<file path="config.mk">
export PLATFORM = sky130hd
export DESIGN_NAME = serial_negate_ctrl
export DESIGN_NICKNAME = d
export VERILOG_FILES = /design/src/rtl/serial_negate_pkg.sv /design/src/rtl/serial_comp_cell.sv /design/src/rtl/serial_negate_ctrl.sv
export SDC_FILE = /design/constraint.sdc
export NUM_CORES = 1
export LEC_CHECK = 0
export CAP_MARGIN = 40
export CORE_MARGIN = 2
export CORE_UTILIZATION = 45
export CTS_BUF_LIST = sky130_fd_sc_hd__clkbuf_16
export CTS_CLUSTER_SIZE = 8
export DETAILED_ROUTE_END_ITERATION = 8
export PLACE_DENSITY = 0.65
export SLEW_MARGIN = 20
export SYNTH_ARGS = -nofsm -noshare
export SYNTH_HDL_FRONTEND = slang
export SYNTH_SLANG_ARGS = --single-unit
</file>
<file path="constraint.sdc">
create_clock -name clk -period 4 [get_ports clk]
set_input_delay 0.6 -clock clk [delete_from_list [all_inputs] [get_ports clk]]
set_output_delay 0.6 -clock clk [all_outputs]
set_load 0.1 [all_outputs]
</file>
<file path="src/rtl/serial_negate_pkg.sv">
// Shared types and defaults for the bit-serial negation controller.
package serial_negate_pkg;

   localparam int unsigned WIDTH_DEF = 8;

   typedef enum logic [1:0] {
      IDLE  = 2'd0,
      CLR   = 2'd1,
      SHIFT = 2'd2,
      DONE  = 2'd3
   } state_e;

endpackage

</file>
<file path="src/rtl/serial_comp_cell.sv">
// Bit-serial two's-complement cell: copies bits up to and including the
// first 1 seen (LSB first), inverts every bit after it.
module serial_comp_cell (
   input  logic clk,
   input  logic r_n,
   input  logic clr,
   input  logic en,
   input  logic i,
   output logic y
);

   logic seen;

   // "first one seen" flag; clr restarts it for a new word
   always_ff @(posedge clk or negedge r_n) begin
      if (!r_n) begin
         seen <= 1'b0;
      end else if (clr) begin
         seen <= 1'b0;
      end else if (en) begin
         seen <= seen | i;
      end
   end

   // Serial output bit
   assign y = i ^ seen;

endmodule

</file>
<file path="src/rtl/serial_negate_ctrl.sv">
// Word-level controller: accepts a parallel operand, streams it LSB-first
// through the shared serial complement cell and returns the negated word.
module serial_negate_ctrl
   import serial_negate_pkg::*;
#(
   parameter int unsigned WIDTH = WIDTH_DEF
) (
   input  logic             clk,
   input  logic             r_n,
   input  logic             in_valid,
   output logic             in_ready,
   input  logic [WIDTH-1:0] in_data,
   output logic             out_valid,
   input  logic             out_ready,
   output logic [WIDTH-1:0] out_data,
   output logic             ovf,
   output logic             busy
);

   localparam int unsigned      CNT_W    = $clog2(WIDTH + 1);
   localparam logic [WIDTH-1:0] MOST_NEG = {1'b1, {(WIDTH-1){1'b0}}};
   localparam logic [CNT_W-1:0] LAST_CNT = CNT_W'(WIDTH - 1);

   state_e           state_q;
   state_e           state_d;
   logic [WIDTH-1:0] shift_q;
   logic [WIDTH-1:0] result_q;
   logic [CNT_W-1:0] cnt_q;
   logic             ovf_next_q;
   logic             cell_clr;
   logic             cell_en;
   logic             cell_i;
   logic             cell_y;
   logic             last_shift;

   assign last_shift = (cnt_q == LAST_CNT);

   serial_comp_cell u_cell (
      .clk (clk),
      .r_n (r_n),
      .clr (cell_clr),
      .en  (cell_en),
      .i   (cell_i),
      .y   (cell_y)
   );

   // State register
   always_ff @(posedge clk or negedge r_n) begin
      if (!r_n) begin
         state_q <= IDLE;
      end else begin
         state_q <= state_d;
      end
   end

   // Next-state and cell control decode
   always_comb begin
      state_d  = state_q;
      cell_clr = 1'b0;
      cell_en  = 1'b0;
      cell_i   = 1'b0;
      case (state_q)
         IDLE: begin
            if (in_valid) begin
               state_d = CLR;
            end
         end
         CLR: begin
            cell_clr = 1'b1;
            state_d  = SHIFT;
         end
         SHIFT: begin
            cell_en = 1'b1;
            cell_i  = shift_q[0];
            if (last_shift) begin
               state_d = DONE;
            end
         end
         DONE: begin
            if (out_ready) begin
               state_d = IDLE;
            end
         end
         default: begin
            state_d = IDLE;
         end
      endcase
   end

   // Operand capture, serial shifting and result collection
   always_ff @(posedge clk or negedge r_n) begin
      if (!r_n) begin
         shift_q    <= '0;
         result_q   <= '0;
         cnt_q      <= '0;
         ovf_next_q <= 1'b0;
         out_data   <= '0;
      end else begin
         case (state_q)
            IDLE: begin
               if (in_valid) begin
                  shift_q    <= in_data;
                  ovf_next_q <= (in_data == MOST_NEG);
                  cnt_q      <= '0;
               end
            end
            SHIFT: begin
               result_q <= {cell_y, result_q[WIDTH-1:1]};
               shift_q  <= shift_q >> 1;
               cnt_q    <= cnt_q + CNT_W'(1);
               if (last_shift) begin
                  out_data <= {cell_y, result_q[WIDTH-1:1]};
               end
            end
            default: begin
            end
         endcase
      end
   end

   // Registered Moore outputs, decoded from the upcoming state
   always_ff @(posedge clk or negedge r_n) begin
      if (!r_n) begin
         in_ready  <= 1'b1;
         out_valid <= 1'b0;
         busy      <= 1'b0;
         ovf       <= 1'b0;
      end else begin
         in_ready  <= (state_d == IDLE);
         out_valid <= (state_d == DONE);
         busy      <= (state_d == CLR) || (state_d == SHIFT);
         if ((state_q == SHIFT) && last_shift) begin
            ovf <= ovf_next_q;
         end else if (state_d != DONE) begin
            ovf <= 1'b0;
         end
      end
   end

endmodule

</file>
# Word-level counts from Yosys, hierarchy flattened
# Cells that the tools add are included.
# totals
register_bits	36
elab_cells	49
out_inout_bits	12
in_bits	12
# classes
n_reduce_logical	10
n_addsub	1
mux	15
eq_ne	10
bitwise	2
# op_table
op	n
one-hot mux 8 bit (2 select lines)	1
equality test 2 bit, second input constant	4
equality test 8 bit, second input constant	1
two-way mux 8 bit	1
one-hot mux 2 bit (4 select lines)	1
one-hot mux 4 bit (2 select lines)	1
two-way mux 1 bit	7
two-way mux 2 bit	3
AND reduction 2 bit	3
nonzero test 2 bit	3
adder 4 x 1 -> 4 bit, second input constant	1
equality test 2 x 1 -> 1 bit, second input constant	2
equality test 4 x 3 -> 1 bit, second input constant	1
logical NOT 2 bit	2
two-way mux 4 bit	1
!= test 2 bit, second input constant	2
logical AND 1 bit	1
logical OR 1 bit	1
bitwise OR 1 bit	1
bitwise XOR 1 bit	1

# Logic depth before layout (Yosys ltp)
# Gate-level depths: netlist of the first run.
# logic_depth
depth_word	6
mapped_depth	10
depth_no_buf	8

# Hierarchy
# Synthesis of the first run repeated with hierarchy kept, for this count alone.
# unflattened
hier_cells	138
hier_area_um2	1562.7
# by_module_without_submodules
mod	n_inst	seq_area_each_um2	area_per_inst_um2	cells_per_inst
serial_negate_ctrl	1	852.1	1506.4	132
serial_comp_cell	1	25.0	56.3	6

# Least setup slack after synthesis of the first run
# No wires, ideal clock.
# synth_timing
path_type	register to register
start	register state_q[1]
end	register ovf
period_less_slack_ns	1.780
setup_ns	0.130
t_arrival_ns	1.650
path_slack_ns	2.220
n_path_buf	2
stages_incl_launch_ff	11
required_time_ns	3.870
cell_sequence	dfrtp_1 > inv_1 > ha_1 > buf_6 > nor2b_4 > buf_2 > a21oi_1 > o21a_1 > ha_1 > nand3_1 > o21ai_0
# synth_via
elab_chain_len	4
elab_cells_between_ends	12
classes_between	eq/ne (4); mux (5); reduce/logical (3)
# synth_lines
item	line_no	text
start: declaration	serial_negate_ctrl.sv:24	state_e state_q;
start signal: assignment	serial_negate_ctrl.sv:52	state_q <= state_d;
equality test 2 bit (tied with other cells)	serial_negate_ctrl.sv:62	case (state_q)
one-hot mux 2 bit (4 select lines) (*)	serial_negate_ctrl.sv:62	
net state_d[0]	serial_negate_ctrl.sv:25	state_e state_d;
!= test 2 bit (*)	serial_negate_ctrl.sv:134	end else if (state_d != DONE) begin
nonzero test 2 bit (no line) (*)	--	
end signal: assignment	serial_negate_ctrl.sv:133	ovf <= ovf_next_q;
end: declaration	serial_negate_ctrl.sv:16	output logic ovf,
# The timed path passes the listed nets; every way through them passes the cells marked *.
# A chain may end at the register's enable or synchronous reset.

# Worst setup path after layout of the first run
# layout_timing
start	register state_q[0]
end	register ovf
# layout_via
elab_chain_len	4
elab_cells_between_ends	12
classes_between	eq/ne (4); mux (5); reduce/logical (3)
# layout_lines
item	line_no
equality test 2 bit (tied with other cells)	serial_negate_ctrl.sv:62
one-hot mux 2 bit (4 select lines) (*)	serial_negate_ctrl.sv:62
net state_d[0]	serial_negate_ctrl.sv:25
!= test 2 bit (*)	serial_negate_ctrl.sv:134
nonzero test 2 bit (no line) (*)	--
# Marked as above.

==> results of run 1 <==
==> worst min-delay path, delay by kind of cell, from the launching register on <==
family / cells / cell delay (ns)
simple gates: 1 / 0.04
flops: 1 / 0.34
compound gates: 1 / 0.06
==> cell usage after synthesis (all sizes together) <==
cell | n | share of area
a21o | 1 | 0.0046
a21oi | 10 | 0.030
a221o | 7 | 0.043
a22o | 2 | 0.011
and3 | 1 | 0.0038
buf | 7 | 0.029
clkbuf | 1 | 0.0023
dfrtp | 34 | 0.52
dfstp | 1 | 0.016
ha | 8 | 0.061
inv | 6 | 0.014
mux2 | 16 | 0.11
mux2i | 1 | 0.0061
nand2 | 7 | 0.016
nand2b | 8 | 0.030
nand3 | 10 | 0.030
nand3b | 1 | 0.0046
nand4b | 1 | 0.0053
nor2 | 3 | 0.0069
nor2b | 2 | 0.012
nor3b | 1 | 0.0046
nor4 | 1 | 0.0038
nor4b | 1 | 0.0053
o21a | 1 | 0.0046
o21ai | 7 | 0.021
or4b | 1 | 0.0061
==> placed cells by master, fill, tap and decap left out, types with 2 or more instances in the layout <==
master                             n
sky130_fd_sc_hd__nor2_1            3
sky130_fd_sc_hd__nand2_1           7
sky130_fd_sc_hd__inv_1             6
sky130_fd_sc_hd__a221o_1           7
sky130_fd_sc_hd__nand2b_1          8
sky130_fd_sc_hd__ha_1              8
sky130_fd_sc_hd__mux2_2           16
sky130_fd_sc_hd__nand3_1          10
sky130_fd_sc_hd__buf_4             2
sky130_fd_sc_hd__o21ai_0           7
sky130_fd_sc_hd__a21oi_1          10
sky130_fd_sc_hd__buf_8            12
sky130_fd_sc_hd__clkbuf_16         5
sky130_fd_sc_hd__dfrtp_1          34
sky130_fd_sc_hd__a22o_1            2
sky130_fd_sc_hd__clkdlybuf4s50_1  23
==> state kept, by name, summed over array words and instances, names as in the netlist <==
register / count
in_ready: 1
out_valid: 1
ovf: 1
cnt_q: 4
state_q: 2
u_cell.seen: 1
out_data: 8
result_q: 7
shift_q: 8
ovf_next_q: 1
busy: 1
==> final cells by class <==
class | instances | area (µm²)
clock buffers | 5 | 125
clock inverters | 2 | 8.76
fillers | 268 | 1210
inverters | 6 | 22.5
multi-input cells | 90 | 691
flip-flops and latches | 35 | 877
well taps | 46 | 57.6
repair buffers | 37 | 425
==> through the flow <==
| step | instance area (µm²) | hold WS [ns] | setup slack [ns] | instances | util |
|---|---|---|---|---|---|
| after floorplan | 1640 | 0.304 | 2.22 | 139 | - |
| after global placement | 1890 | 0.472 | 1.64 | 202 | 0.554 |
| after detailed placement | 2070 | 0.477 | 1.53 | 214 | 0.607 |
| after CTS | 2210 | 0.489 | 1.51 | 221 | 0.646 |
| after global routing | 2210 | 0.529 | 1.29 | 221 | 0.646 |
| final | 2210 | 0.484 | 1.56 | 221 | 0.646 |
==> power by group <==
part	internal [µW]	leakage [µW]	switching, µW	total, µW
clock network	223	0.0000671	125	348
registers	465	0.000464	76.9	542
logic	265	0.000479	342	607
==> metal layers <==
| metal | routed length (µm) | up-vias | part of all wire | track usage |
|---|---|---|---|---|
| met1 | 1470 | 592 | 0.45 | 0.233 |
| met2 | 1650 | 22 | 0.50 | 0.294 |
| met5 | 0 | - | 0 | 0 |
| li1 | - | 563 | - | - |
| met4 | 24 | 0 | 0.0073 | 0.0585 |
| met3 | 132 | 4 | 0.040 | 0.0528 |
==> cells by family (layout without fill, tap and decap cells) <==
family / after synthesis / count (layout) / synth area share
simple gates: 37 / 37 / 0.130
flops: 35 / 35 / 0.534
buf+inv: 14 / 50 / 0.0450
fa+ha+maj: 8 / 8 / 0.0610
mux: 17 / 17 / 0.116
compound gates: 28 / 28 / 0.114
==> worst max path at each step <==
stage          startpoint  endpoint
2_1_floorplan  state_q[1]       ovf
3_3_place_gp   state_q[0]       ovf
3_5_place_dp   state_q[0]       ovf
4_1_cts        state_q[0]       ovf
5_1_grt        state_q[0]       ovf
6_report       state_q[0]       ovf
==> impl_metrics.env, run 1 <==
export IMPL_result_of_the_run="finished clean"
export IMPL_critical_path_endpoint_type="flip-flop"
export IMPL_crit_path_top_delay_cell="sky130_fd_sc_hd__nand4b_1"
export IMPL_gp_congestion=0.777
export IMPL_final_min_clock_period_ns=2.44
export IMPL_drv_cap=0
export IMPL_clockRootBuffer="sky130_fd_sc_hd__clkbuf_16"
export IMPL_layout_cells_sized_above_1=0.217
export IMPL_power_density_over_the_cells_nw_per_um2=679
export IMPL_largest_net_degree_at_the_start_of_global_routing=36
export IMPL_worst_clock_skew_ns=0.00441
export IMPL_unrepaired_setup_endpoints_after_global_routing="false"
export IMPL_worst_ep_arrival_time_ns=2.61
export IMPL_setup_slack_of_the_worst_register_to_register_path_ns=1.56
export IMPL_hp_start="ovf_next_q"
export IMPL_clock_sinks=35
export IMPL_holdCritPathClass="reg2reg"
export IMPL_via_per_inst=5.34
export IMPL_ant_nets=0
export IMPL_max_slew_margin_rel=0.575
export IMPL_avgSynthCellArea_um2=11.8
export IMPL_cp_depth=9
export IMPL_timing_critical_path_from_type="flip-flop"
export IMPL_timing_hold_violations_final=0
export IMPL_clock_latency_ns=0.27
export IMPL_row_count=21
export IMPL_crit_path_max_fanout=24
export IMPL_clock_fmax_mhz=410
export IMPL_cts_path_max_buffers=2
export IMPL_routed_via_count=1181
export IMPL_worst_r2r_cell_count=9
export IMPL_first_pass_iteration_count_of_the_detailed_router=4
export IMPL_design_final_nets=195
export IMPL_finalSetupViolCount=0
export IMPL_layout_area_overhead_vs_synth_pct=34.5
export IMPL_rr_startpoint="state_q[0]"
export IMPL_post_cts_resized_instances=0
export IMPL_1st_iter_drt_viols=129
export IMPL_post_route_period_util=0.610
export IMPL_critical_path_cell_chain="inv_1 -> ha_1 -> buf_4 -> nand4b_1 -> a21oi_1 -> o21a_1 -> ha_1 -> nand3_1 -> o21ai_0"
export IMPL_core_area_um2=3420
export IMPL_post_synth_instance_area_um2=1640
export IMPL_static_leakage_power_uw=0.00101
export IMPL_io_buffers=23
export IMPL_fp_dieH_um=64.4
export IMPL_global_route_usage_total=0.181
export IMPL_cts_htree_levels=2
export IMPL_worst_max_slew_pin_slew_ns=0.636
export IMPL_synth_distinct_cells=28
export IMPL_r2r_end="ovf"
export IMPL_detailedPlacementHpwl_um=2280
export IMPL_finalMaxSlewViolations=0
export IMPL_hold_end="ovf_next_q"
export IMPL_final_setup_tns_ns=0
export IMPL_grt_antenna_before_repair=0
export IMPL_global_route_wire_length_before_repair_um=5760
export IMPL_fp_dieW_um=64.4
export IMPL_timing_critical_path_mode_cell="sky130_fd_sc_hd__ha_1"
export IMPL_initial_utilization=0.481
export IMPL_numCtsBuffers=5
export IMPL_ys_warn_count=0
export IMPL_ys_seq_area_frac=0.534
export IMPL_io_pins=24
export IMPL_wirelength_per_cell_um=14.8
export IMPL_critPathBufInv=2
export IMPL_number_of_global_route_vias_before_repair=1262
export IMPL_critical_path_max_stage_delay_ns=0.54
export IMPL_ys_ff_latch=35
export IMPL_grt_ovfl_total=0
export IMPL_required_ns=4.16
export IMPL_syn_num_nets=159
export IMPL_min_delay_path_depth=2
export IMPL_cts_tree="done"
export IMPL_cts_setup_buffers=0
export IMPL_path_class="reg2reg"
export IMPL_n_antenna_cell=0
export IMPL_syn_inst=139
export IMPL_drt_drc_violations_left=0
export IMPL_vdd_drop_max_mv=0.326
export IMPL_totalPowerFinal_uw=1500
export IMPL_cp_top_family="compound AO/OA/AOI/OAI gates"
export IMPL_cts_clk_slew_worst_paths_ns=0.05
export IMPL_postCtsHoldBufs=0
export IMPL_drt_total_wl_um=3270
export IMPL_die_area_um2=4150
(Power assumes the default switching activity.)
==> inputs of run 2 (changes only) <==
Settings changed: PLACE_DENSITY 0.65 to 0.68.
Clock period 4 ns to 2.19 ns, I/O delays scaled along.
==> impl_metrics.env, run 2 (synthesis gave the netlist of run 1 again) <==
export IMPL_number_of_global_route_vias_before_repair=1202
export IMPL_crit_path_top_delay_cell="sky130_fd_sc_hd__nor2b_1"
export IMPL_drt_total_wl_um=3260
export IMPL_post_route_period_util=0.859
export IMPL_setup_slack_of_the_worst_register_to_register_path_ns=0.31
export IMPL_global_route_wire_length_before_repair_um=5530
export IMPL_setup_worst_path_end="cnt_q[0]"
export IMPL_wirelength_per_cell_um=15.2
export IMPL_timing_critical_path_from_type="flip-flop"
export IMPL_multiInputGateArea_um2=691
export IMPL_cts_tree="done"
export IMPL_cts_setup_buffers=0
export IMPL_finalMaxSlewViolations=0
export IMPL_max_slew_margin_rel=0.581
export IMPL_unrepaired_setup_endpoints_after_global_routing="false"
export IMPL_worst_max_slew_pin_slew_ns=0.627
export IMPL_worst_r2r_cell_count=5
export IMPL_totalPowerFinal_uw=2710
export IMPL_rr_startpoint="state_q[0]"
export IMPL_worst_ep_arrival_time_ns=2.09
export IMPL_switching_share=0.375
export IMPL_internal_power_uw=1690
export IMPL_grt_antenna_before_repair=0
export IMPL_leading_cell_type_in_the_layout_fill_and_taps_excluded="sky130_fd_sc_hd__dfrtp_1"
export IMPL_switching_pwr_uw=1010
export IMPL_holdCritPathClass="in2async"
export IMPL_drv_cap=0
export IMPL_cts_htree_levels=2
export IMPL_clock_latency_ns=0.28
export IMPL_worst_clock_skew_ns=0.00414
export IMPL_clockRootBuffer="sky130_fd_sc_hd__clkbuf_16"
export IMPL_nFillCells=299
export IMPL_initial_utilization=0.481
export IMPL_cp_startpoint="state_q[0]"
export IMPL_crit_path_max_fanout=9
export IMPL_clock_fmax_mhz=532
export IMPL_ant_nets=0
export IMPL_routed_via_count=1169
export IMPL_pwr_share_comb=0.386
export IMPL_final_instance_count_excl_fill=215
export IMPL_clkPwrFrac=0.248
export IMPL_power_density_over_the_cells_nw_per_um2=1330
export IMPL_required_ns=2.40
export IMPL_timing_hold_violations_final=0
export IMPL_largest_net_degree_at_the_start_of_global_routing=36
export IMPL_r2r_end="cnt_q[0]"
export IMPL_drt_drc_violations_left=0
export IMPL_via_per_inst=5.44
export IMPL_numCtsBuffers=5
export IMPL_layout_cells_sized_above_1=0.260
export IMPL_cts_clk_slew_worst_paths_ns=0.06
export IMPL_power_sequential_fraction=0.366
export IMPL_detailedPlacementHpwl_um=2350
export IMPL_static_leakage_power_uw=0.000974
export IMPL_1st_iter_drt_viols=46
export IMPL_first_pass_iteration_count_of_the_detailed_router=4
export IMPL_cts_path_max_buffers=2
export IMPL_io_buffers=23
export IMPL_post_place_cells=207
export IMPL_final_critical_path_setup_slack_ns=0.309
export IMPL_gp_congestion=0.763
export IMPL_layout_area_overhead_vs_synth_pct=24.4
export IMPL_final_core_utilization=0.598
export IMPL_fp_dieH_um=64.4
export IMPL_critical_path_cell_chain="inv_1 -> ha_1 -> buf_4 -> nor2b_1 -> mux2_2"
export IMPL_vdd_drop_max_mv=0.663
export IMPL_core_area_um2=3420
export IMPL_preCtsSetupSlack_ns=0.275
export IMPL_path_class="reg2reg"
export IMPL_final_min_clock_period_ns=1.88
export IMPL_finalSetupViolCount=0
export IMPL_largest_registers="out_data x8, shift_q x8, result_q x7"
export IMPL_seq_area_um2=877
export IMPL_post_cts_resized_instances=0
export IMPL_die_area_um2=4150
export IMPL_critical_path_endpoint_type="flip-flop"
export IMPL_global_route_usage_total=0.177
export IMPL_row_count=21
export IMPL_design_final_nets=188
export IMPL_n_antenna_cell=0
export IMPL_grt_ovfl_total=0
export IMPL_final_setup_tns_ns=0
export IMPL_postCtsHoldBufs=0
export IMPL_top_library_cells_by_usage_in_the_layout_fill_and_taps_aside="sky130_fd_sc_hd__dfrtp_1, sky130_fd_sc_hd__buf_4, sky130_fd_sc_hd__mux2_2"
export IMPL_io_pins=24
export IMPL_critical_path_max_stage_delay_ns=0.52
export IMPL_clock_sinks=35
export IMPL_result_of_the_run="finished clean"
export IMPL_fp_dieW_um=64.4
==> run 2: cell count changes in the layout (fill, tap and decap cells not counted) <==
| cell | delta |
|---|---|
| sky130_fd_sc_hd__clkinvlp_4 | +1 |
| sky130_fd_sc_hd__clkinv_1 | -1 |
| sky130_fd_sc_hd__inv_1 | +1 |
| sky130_fd_sc_hd__buf_4 | +17 |
| sky130_fd_sc_hd__buf_8 | -12 |
| sky130_fd_sc_hd__clkdlybuf4s50_1 | -12 |
==> run 2: routing by layer <==
layer,part of all wire,global-route usage
met3,0.032,0.0458
met2,0.52,0.306
met1,0.43,0.203
met4,0.021,0.0878
met5,0,0
==> run 2: critical path, delay by kind of cell (launching register included) <==
kind | cells | cell delay (ns)
adder cells (fa/ha/maj) | 1 | 0.31
flip-flops | 1 | 0.41
multiplexers | 1 | 0.27
buffers and inverters | 2 | 0.29
AND/OR/NAND/NOR | 1 | 0.52
==> run 2: power by group through the flow <==
stage                     registers [µW]  clock network (µW)  logic (µW)
after global routing                1020                 709        1160
final                                991                 671        1050
after global placement               990                   0        1020
after CTS                            989                 686        1050
after floorplan                     1170                   0         632
after detailed placement            1000                   0        1050
==> run 2: cell type report <==
cell class                      instances  area share
Multi-Input combinational cell         90       0.338
Tap cell                               46      0.0282
Clock inverter                          3     0.00797
Sequential cell                        35       0.430
Inverter                                6      0.0110
Clock buffer                            5      0.0613
Timing Repair Buffer                   30       0.124
==> run 2: worst min path at each step <==
stage | start | endpoint | slack [ns] | cells after the start
6_report | r_n | shift_q[4] | 0.47 | 2
5_1_grt | r_n | shift_q[3] | 0.50 | 2
4_1_cts | r_n | shift_q[4] | 0.47 | 2
3_5_place_dp | ovf_next_q | ovf_next_q | 0.49 | 2
3_3_place_gp | result_q[1] | out_data[0] | 0.49 | 1
2_1_floorplan | r_n | busy | 0.03 | 0
==> run 2: metrics by stage <==
step	hold WS [ns]	area, µm²
global route	0.503	2040
floorplan	0.0329	1640
finish	0.465	2040
CTS	0.473	2040
global placement	0.493	1900
detailed placement	0.490	1900
==> inputs of run 3 (changes only) <==
Settings changed: CTS_CLUSTER_SIZE 8 to 30.
==> results of run 3 <==
Final layout, timing and power as in run 2 (identical DEF).
